File: config.mk
export PLATFORM = sky130hd
export DESIGN_NAME = fir_multich
export DESIGN_NICKNAME = d
export VERILOG_FILES = /design/src/rtl/fir_multich.sv
export SDC_FILE = /design/constraint.sdc
export NUM_CORES = 2
export LEC_CHECK = 0
export ABC_AREA = 0
export CAP_MARGIN = 10
export CELL_PAD_IN_SITES_DETAIL_PLACEMENT = 0
export CELL_PAD_IN_SITES_GLOBAL_PLACEMENT = 1
export CORE_UTILIZATION = 40
export CTS_CLUSTER_DIAMETER = 60
export DETAILED_ROUTE_END_ITERATION = 12
export HOLD_SLACK_MARGIN = 0.1
export MAX_ROUTING_LAYER = met4
export PLACE_DENSITY_LB_ADDON = 0.1
export REMOVE_ABC_BUFFERS = 1
export SLEW_MARGIN = 15
export SYNTH_ARGS = -nofsm -noshare
export SYNTH_HDL_FRONTEND = slang
export SYNTH_SLANG_ARGS = --single-unit
export TNS_END_PERCENT = 20
File: constraint.sdc
create_clock -name clock -period 14.8 [get_ports clock]
set_input_delay 1.48 -clock clock [delete_from_list [all_inputs] [get_ports clock]]
set_output_delay 1.48 -clock clock [all_outputs]
set_load 0.02 [all_outputs]
File: src/rtl/fir_multich.sv
// fir_multich: time-shared multichannel FIR over one coefficient set with rounded, saturated output
module fir_multich #(
  parameter int DW = 18,
  parameter int CW = 18,
  parameter int NTAPS = 64,
  parameter int NCH = 2,
  localparam int CAW = $clog2(NTAPS),
  localparam int ACCW = DW + CW + $clog2(NTAPS)
) (
  input  logic              clock,
  input  logic              reset,
  input  logic [NCH*DW-1:0] datain,
  input  logic              endata,
  input  logic              bypass,
  output logic [NCH*DW-1:0] dataout,
  output logic              dataout_valid,
  output logic              busy,
  output logic              overrun,
  output logic [CAW-1:0]    coefaddress,
  input  logic [CW-1:0]     coefdata
);
  localparam int CHW = NCH > 1 ? $clog2(NCH) : 1;
  localparam logic signed [ACCW:0] RND = (ACCW + 1)'(1) << (CW - 2);
  localparam logic signed [ACCW:0] MAXV = {{(ACCW - DW + 2){1'b0}}, {(DW - 1){1'b1}}};
  localparam logic signed [ACCW:0] MINV = ~MAXV;
  typedef enum logic [1:0] {IDLE, RUN, DRAIN, DONE} state_t;
  state_t state_q, state_d;
  logic [CAW-1:0] tap_q, tap_d, wptr_q, wptr_d, ridx;
  logic [CHW-1:0] ch_q, ch_d, pch_q, pch_d;
  logic [CAW:0] fill_q, fill_d;
  logic byp_q, byp_d, ovr_q, ovr_d, vld_q, vld_d, last_q, last_d, oval_q, oval_d;
  logic signed [DW-1:0] smp_q, smp_d;
  logic signed [DW+CW-1:0] prod;
  logic signed [ACCW-1:0] acc_q, acc_d, sum;
  logic [NCH*DW-1:0] dout_q, dout_d;
  logic [DW-1:0] buf_q [NCH][NTAPS];
  logic [DW-1:0] res_q [NCH];
  logic accept, tap_end, ch_end;
  function automatic logic [DW-1:0] sat(input logic signed [ACCW-1:0] a);
    logic signed [ACCW:0] s;
    s = ($signed({a[ACCW-1], a}) + RND) >>> (CW - 1);
    return s > MAXV ? MAXV[DW-1:0] : s < MINV ? MINV[DW-1:0] : s[DW-1:0];
  endfunction
  always_comb begin
    accept = state_q == IDLE && endata;
    tap_end = tap_q == CAW'(NTAPS - 1);
    ch_end = ch_q == CHW'(NCH - 1);
    ridx = wptr_q - tap_q + (wptr_q < tap_q ? CAW'(NTAPS) : '0);
    smp_d = {1'b0, tap_q} < fill_q ? buf_q[ch_q][ridx] : '0;
    prod = $signed(coefdata) * smp_q;
    sum = acc_q + {{CAW{prod[DW+CW-1]}}, prod};
    acc_d = vld_q ? (last_q ? '0 : sum) : acc_q;
    vld_d = state_q == RUN;
    last_d = tap_end;
    pch_d = ch_q;
    ovr_d = ovr_q | (endata & state_q != IDLE);
    state_d = state_q;
    tap_d = tap_q;
    ch_d = ch_q;
    wptr_d = wptr_q;
    fill_d = fill_q;
    byp_d = byp_q;
    oval_d = 1'b0;
    dout_d = dout_q;
    case (state_q)
      IDLE: if (endata) begin
        state_d = RUN;
        byp_d = bypass;
        fill_d = fill_q == (CAW + 1)'(NTAPS) ? fill_q : fill_q + 1'b1;
      end
      RUN: begin
        tap_d = tap_end ? '0 : tap_q + 1'b1;
        ch_d = tap_end ? (ch_end ? '0 : ch_q + 1'b1) : ch_q;
        state_d = tap_end && ch_end ? DRAIN : RUN;
      end
      DRAIN: begin
        tap_d = tap_q == CAW'(1) ? '0 : tap_q + 1'b1;
        state_d = tap_q == CAW'(1) ? DONE : DRAIN;
        if (tap_q == CAW'(1)) begin
          oval_d = 1'b1;
          for (int c = 0; c < NCH; c++) dout_d[c*DW +: DW] = byp_q ? buf_q[c][wptr_q] : res_q[c];
        end
      end
      default: begin
        state_d = IDLE;
        wptr_d = wptr_q == CAW'(NTAPS - 1) ? '0 : wptr_q + 1'b1;
      end
    endcase
  end
  always_ff @(posedge clock) begin
    if (reset) begin
      state_q <= IDLE;
      tap_q <= '0;
      ch_q <= '0;
      pch_q <= '0;
      wptr_q <= '0;
      fill_q <= '0;
      byp_q <= 1'b0;
      ovr_q <= 1'b0;
      vld_q <= 1'b0;
      last_q <= 1'b0;
      oval_q <= 1'b0;
      smp_q <= '0;
      acc_q <= '0;
      dout_q <= '0;
    end else begin
      state_q <= state_d;
      tap_q <= tap_d;
      ch_q <= ch_d;
      pch_q <= pch_d;
      wptr_q <= wptr_d;
      fill_q <= fill_d;
      byp_q <= byp_d;
      ovr_q <= ovr_d;
      vld_q <= vld_d;
      last_q <= last_d;
      oval_q <= oval_d;
      smp_q <= smp_d;
      acc_q <= acc_d;
      dout_q <= dout_d;
    end
  end
  always_ff @(posedge clock) begin
    if (accept) for (int c = 0; c < NCH; c++) buf_q[c][wptr_q] <= datain[c*DW +: DW];
    if (vld_q && last_q) res_q[pch_q] <= sat(sum);
  end
  assign dataout = dout_q;
  assign dataout_valid = oval_q;
  assign busy = state_q != IDLE;
  assign overrun = ovr_q;
  assign coefaddress = state_q == RUN ? tap_q : '0;
endmodule
==> run_results.csv <==
group,metric,value,unit
timing,tightest_slew,1.261,ns
synthesis,number_of_flops_mapped_to_enable_cells_by_yosys,2340,
timing,finalClockSkew,0.04498,ns
placed_design,routabilityCongestion,0.8866,
die,fp.dieW,558.0,um
synthesis,ys_warn_count,0,
clocking,clk-insertion-delay-late,0.92,ns
critical_path,worst_setup_path_endpoint,"res_q[1][7]",
critical_path,crit_start,"coefdata[6]",
route,detailroute.via_count,82370,
job,maxCapViolCount,0,
die,floorplan.die_area,0.3113,mm2
clocking,post_cts_hold_buffer_count,0,
route,dr.first_iter.drc_count,11140,
placed_design,post_place_cells,11910,
synthesis,synth_top_area_share,56.84,%
critical_path,worst-endpoint-required,15.43,ns
critical_path,cp_common_cell,"fa_1",
synthesis,syn_area,0.1236,mm2
critical_path,worst-path-buf-inv,5,
timing,final-setup-viol-count,0,
synthesis,share_of_synthesized_flip_flops_with_an_asynchronous_set_or_reset,0,%
synthesis,synth-seq-area-share,58.86,%
clocking,cts_inserted_buffers,300,
clocking,cts-root-to-sink-buffers,4,
route,residual_drc,0,
power_and_ir_drop,power.switching,7.419,mW
grt,track_usage,31.49,%
layout,area_growth,13.35,%
clocking,cts_setup_buffers,0,
clocking,clk_pin_slew,0.06,ns
layout,nNetsFinal,8659,
die,die_y,558.0,um
synthesis,synthFlopType,"edfxtp_1",
timing,rsz0062_at_grt,"no",
critical_path,r2r_start,"smp_q[5]",
power_and_ir_drop,power.leakage,45.28,nW
critical_path,critical_path.reg2reg.endpoint,"res_q[1][7]",
status,result_of_the_run,"finished clean",
clocking,ctsHtreeMaxLevel,5,
critical_path,critical-path-slowest-cell,"clkdlybuf4s50_1",
route,finalWirelength,477.5,mm
grt,grt_max_degree,101,
grt,grt_util_met1,42.46,%
timing,timing.final.ws_setup,2.022,ns
die,initial_utilization,40.33,%
route,number_of_vias_per_cell,6.607,
grt,grt_antenna_before_repair,39,
synthesis,synthDominantAreaCellType,"edfxtp_1",
grt,globalRouteMet2Util,47.47,%
power_and_ir_drop,netSwitchingFraction,33.47,%
placed_design,final_hpwl_dp,296.2,mm
synthesis,average_cell_area_after_synthesis,15.38,um2
die,floorplan.rows,203,
power_and_ir_drop,vdd_drop_max,0.1567,mV
timing,timing.fmax,78.26,MHz
grt,grt_first_pass_wirelength,667.0,mm
placed_design,portBuffers,102,
synthesis,ranking_of_synthesized_cells_by_area,"edfxtp_1 57%, mux4_2 13%, fa_1 5.4%",
layout,drive_above_1_share,19.75,%
route,ant_nets,0,
placed_design,post-place-ws,1.238,ns
timing,final_number_of_hold_violating_endpoints,0,
timing,slew_headroom,15.42,%
critical_path,maximum_single_stage_delay_on_the_critical_path,0.92,ns
grt,layer_with_the_highest_usage_after_global_routing,"met2",
clocking,clkSinkCount,2465,
critical_path,r2r_setup_slack,2.69,ns
power_and_ir_drop,clkPwrFrac,33.2,%
timing,setup-tns-final,0,ns
timing,min_period_over_period,86.34,%
critical_path,critPathArrivalTime,13.41,ns
power_and_ir_drop,power.sequential.fraction,35.7,%
synthesis,netlist_instances,8037,
timing,finalCriticalPeriod,12.78,ns
die,ioPinCount,103,
critical_path,timing.critical_path.from_type,"input pin",
grt,grt.overflow.total,0,
power_and_ir_drop,internal_power,14.75,mW
route,drtPass1Iterations,6,
critical_path,worstPathMaxFanout,21,
power_and_ir_drop,power-per-cell-area,158.2,mW/mm2
synthesis,netlist_cell_types,94,
route,avgRoutedWirePerCell,38.30,um
die,core_area,0.3066,mm2
hold_path,worst_hold_path_type,"reg -> reg",
layout,fin_cells,12470,
clocking,cts_resized,0,
critical_path,critPathCaptureType,"flip-flop",
synthesis,ys_ff_latch,2465,
timing,maxSlewViolCount,0,
clocking,clock_tree.root_cell,"clkbuf_16",
power_and_ir_drop,p_comb_share,31.1,%
clocking,cts_tree,"built",
critical_path,worst-setup-path-type,"in -> reg",
grt,globalRouteMet3Util,6.607,%
critical_path,worst-r2r-cell-count,32,
critical_path,cp_top_family,"compound AO/OA/AOI/OAI gates",
critical_path,crit_path_cell_count,34,
layout,n_fill_cell,26800,
grt,first_global_vias,82880,
## per-layer routing
metal	vias up	routed length, um	share of wire (%)
met3	763	47760	10
met2	4987	217400	46
met1	43990	193600	41
met4	0	18850	3.9
met5	-	0	0
li1	32640	-	-
## final cells by class
| cell class | count | area, um2 | area share [%] |
|---|---|---|---|
| multi-input combinational | 4564 | 47770 | 34.09 |
| inverter | 414 | 1554 | 1.109 |
| clock inverter | 181 | 1869 | 1.334 |
| sequential | 2465 | 72800 | 51.95 |
| clock buffer | 351 | 7835 | 5.591 |
| tap | 4100 | 5130 | 3.660 |
| timing repair buffer | 370 | 3131 | 2.234 |
| antenna | 23 | 57.56 | 0.04107 |
## sequential cells by signal (all words and copies together) (netlist names), named ones only
| register | count |
|---|---|
| acc_q | 42 |
| buf_q | 2304 |
| byp_q | 1 |
| ch_end | 1 |
| dataout | 36 |
| dataout_valid | 1 |
| fill_q | 7 |
| last_q | 1 |
| overrun | 1 |
| pch_q | 1 |
| res_q | 36 |
| smp_q | 18 |
| state_q | 2 |
| tap_q | 6 |
| vld_q | 1 |
| wptr_q | 6 |
## worst register-to-register path: cells and delay by family, from the launching register on
| kind | cells | cell delay (ns) |
|---|---|---|
| buf+inv | 3 | 0.15 |
| xor+xnor | 1 | 0.09 |
| simple gates | 7 | 2.52 |
| flops | 1 | 1.00 |
| compound gates | 13 | 4.11 |
| fa+ha+maj | 8 | 3.96 |
## cells in the final DEF, fill, tap and decap left out, drive strengths merged, types with 18 or more instances in the layout
master / count
a211oi: 66
a21o: 29
a21oi: 254
a221oi: 148
a22o: 144
a22oi: 750
a31oi: 121
a41oi: 40
and2: 199
and3: 21
buf: 305
bufinv: 26
clkbuf: 351
clkdlybuf4s50: 65
clkinv: 106
clkinvlp: 20
dfxtp: 125
diode: 23
edfxtp: 2340
fa: 331
ha: 155
inv: 443
mux2: 18
mux2i: 94
mux4: 738
nand2: 374
nand2b: 26
nand3: 61
nand4: 108
nor2: 325
nor3: 32
nor4: 18
o2111ai: 39
o211ai: 41
o21a: 23
o21ai: 136
xnor2: 72
xor2: 19
## how the worst min path moves through the flow
stage / from / endpoint / slack, ns / cells after the start
floorplan: acc_q[3] / acc_q[3] / 0.44 / 2
global placement: dataout[26] / dataout[26] / 0.44 / 2
detailed placement: dataout[26] / dataout[26] / 0.45 / 2
CTS: dataout[26] / dataout[26] / 0.46 / 2
global route: dataout[25] / dataout[25] / 0.48 / 2
finish: dataout[26] / dataout[26] / 0.45 / 2
## cells by family after synthesis
group	after synthesis	share of synthesized area, %
muxes	850	14.37
buffers and inverters	1008	3.072
adders and majority gates	486	6.928
and+or+nand+nor	1236	4.886
DFF	2465	58.86
AOI/OAI and AO/OA	1901	11.23
xor gates and xnor gates	91	0.6507
## synthesized netlist by cell type, types with 40 or more instances
master,n
edfxtp_1,2340
a22oi_1,750
mux4_2,738
clkbuf_1,423
inv_1,412
nand2_1,374
fa_1,331
nor2_1,325
a21oi_1,253
and2_1,198
buf_1,167
ha_1,155
a221oi_1,147
a22o_1,144
o21ai_0,132
dfxtp_1,125
a31oi_1,121
nand4_1,107
mux2i_1,94
xnor2_1,72
a211oi_1,65
nand3_1,60
a41oi_1,40
o211ai_1,40
## through the flow
stage               util, %  hold slack (ns)  area [um2]  total power [mW]
detailed placement    42.52           0.4481      130300             14.89
finish                45.71           0.4506      140100             22.17
global placement      42.52           0.4438      130300             14.90
global route          45.71           0.4787      140100             23.09
CTS                   45.68           0.4551      140000             22.26
floorplan                 -           0.4392      121400             13.09
## power groups by stage
stage | Sequential (mW) | Clock, mW | Combinational, mW
2_1_floorplan | 8.03 | 0 | 5.06
3_3_place_gp | 8.05 | 0 | 6.85
3_5_place_dp | 8.05 | 0 | 6.83
4_1_cts | 7.91 | 7.45 | 6.90
5_1_grt | 7.91 | 7.70 | 7.48
6_report | 7.91 | 7.37 | 6.89
Note: power is estimated with default switching activity, not from simulation.
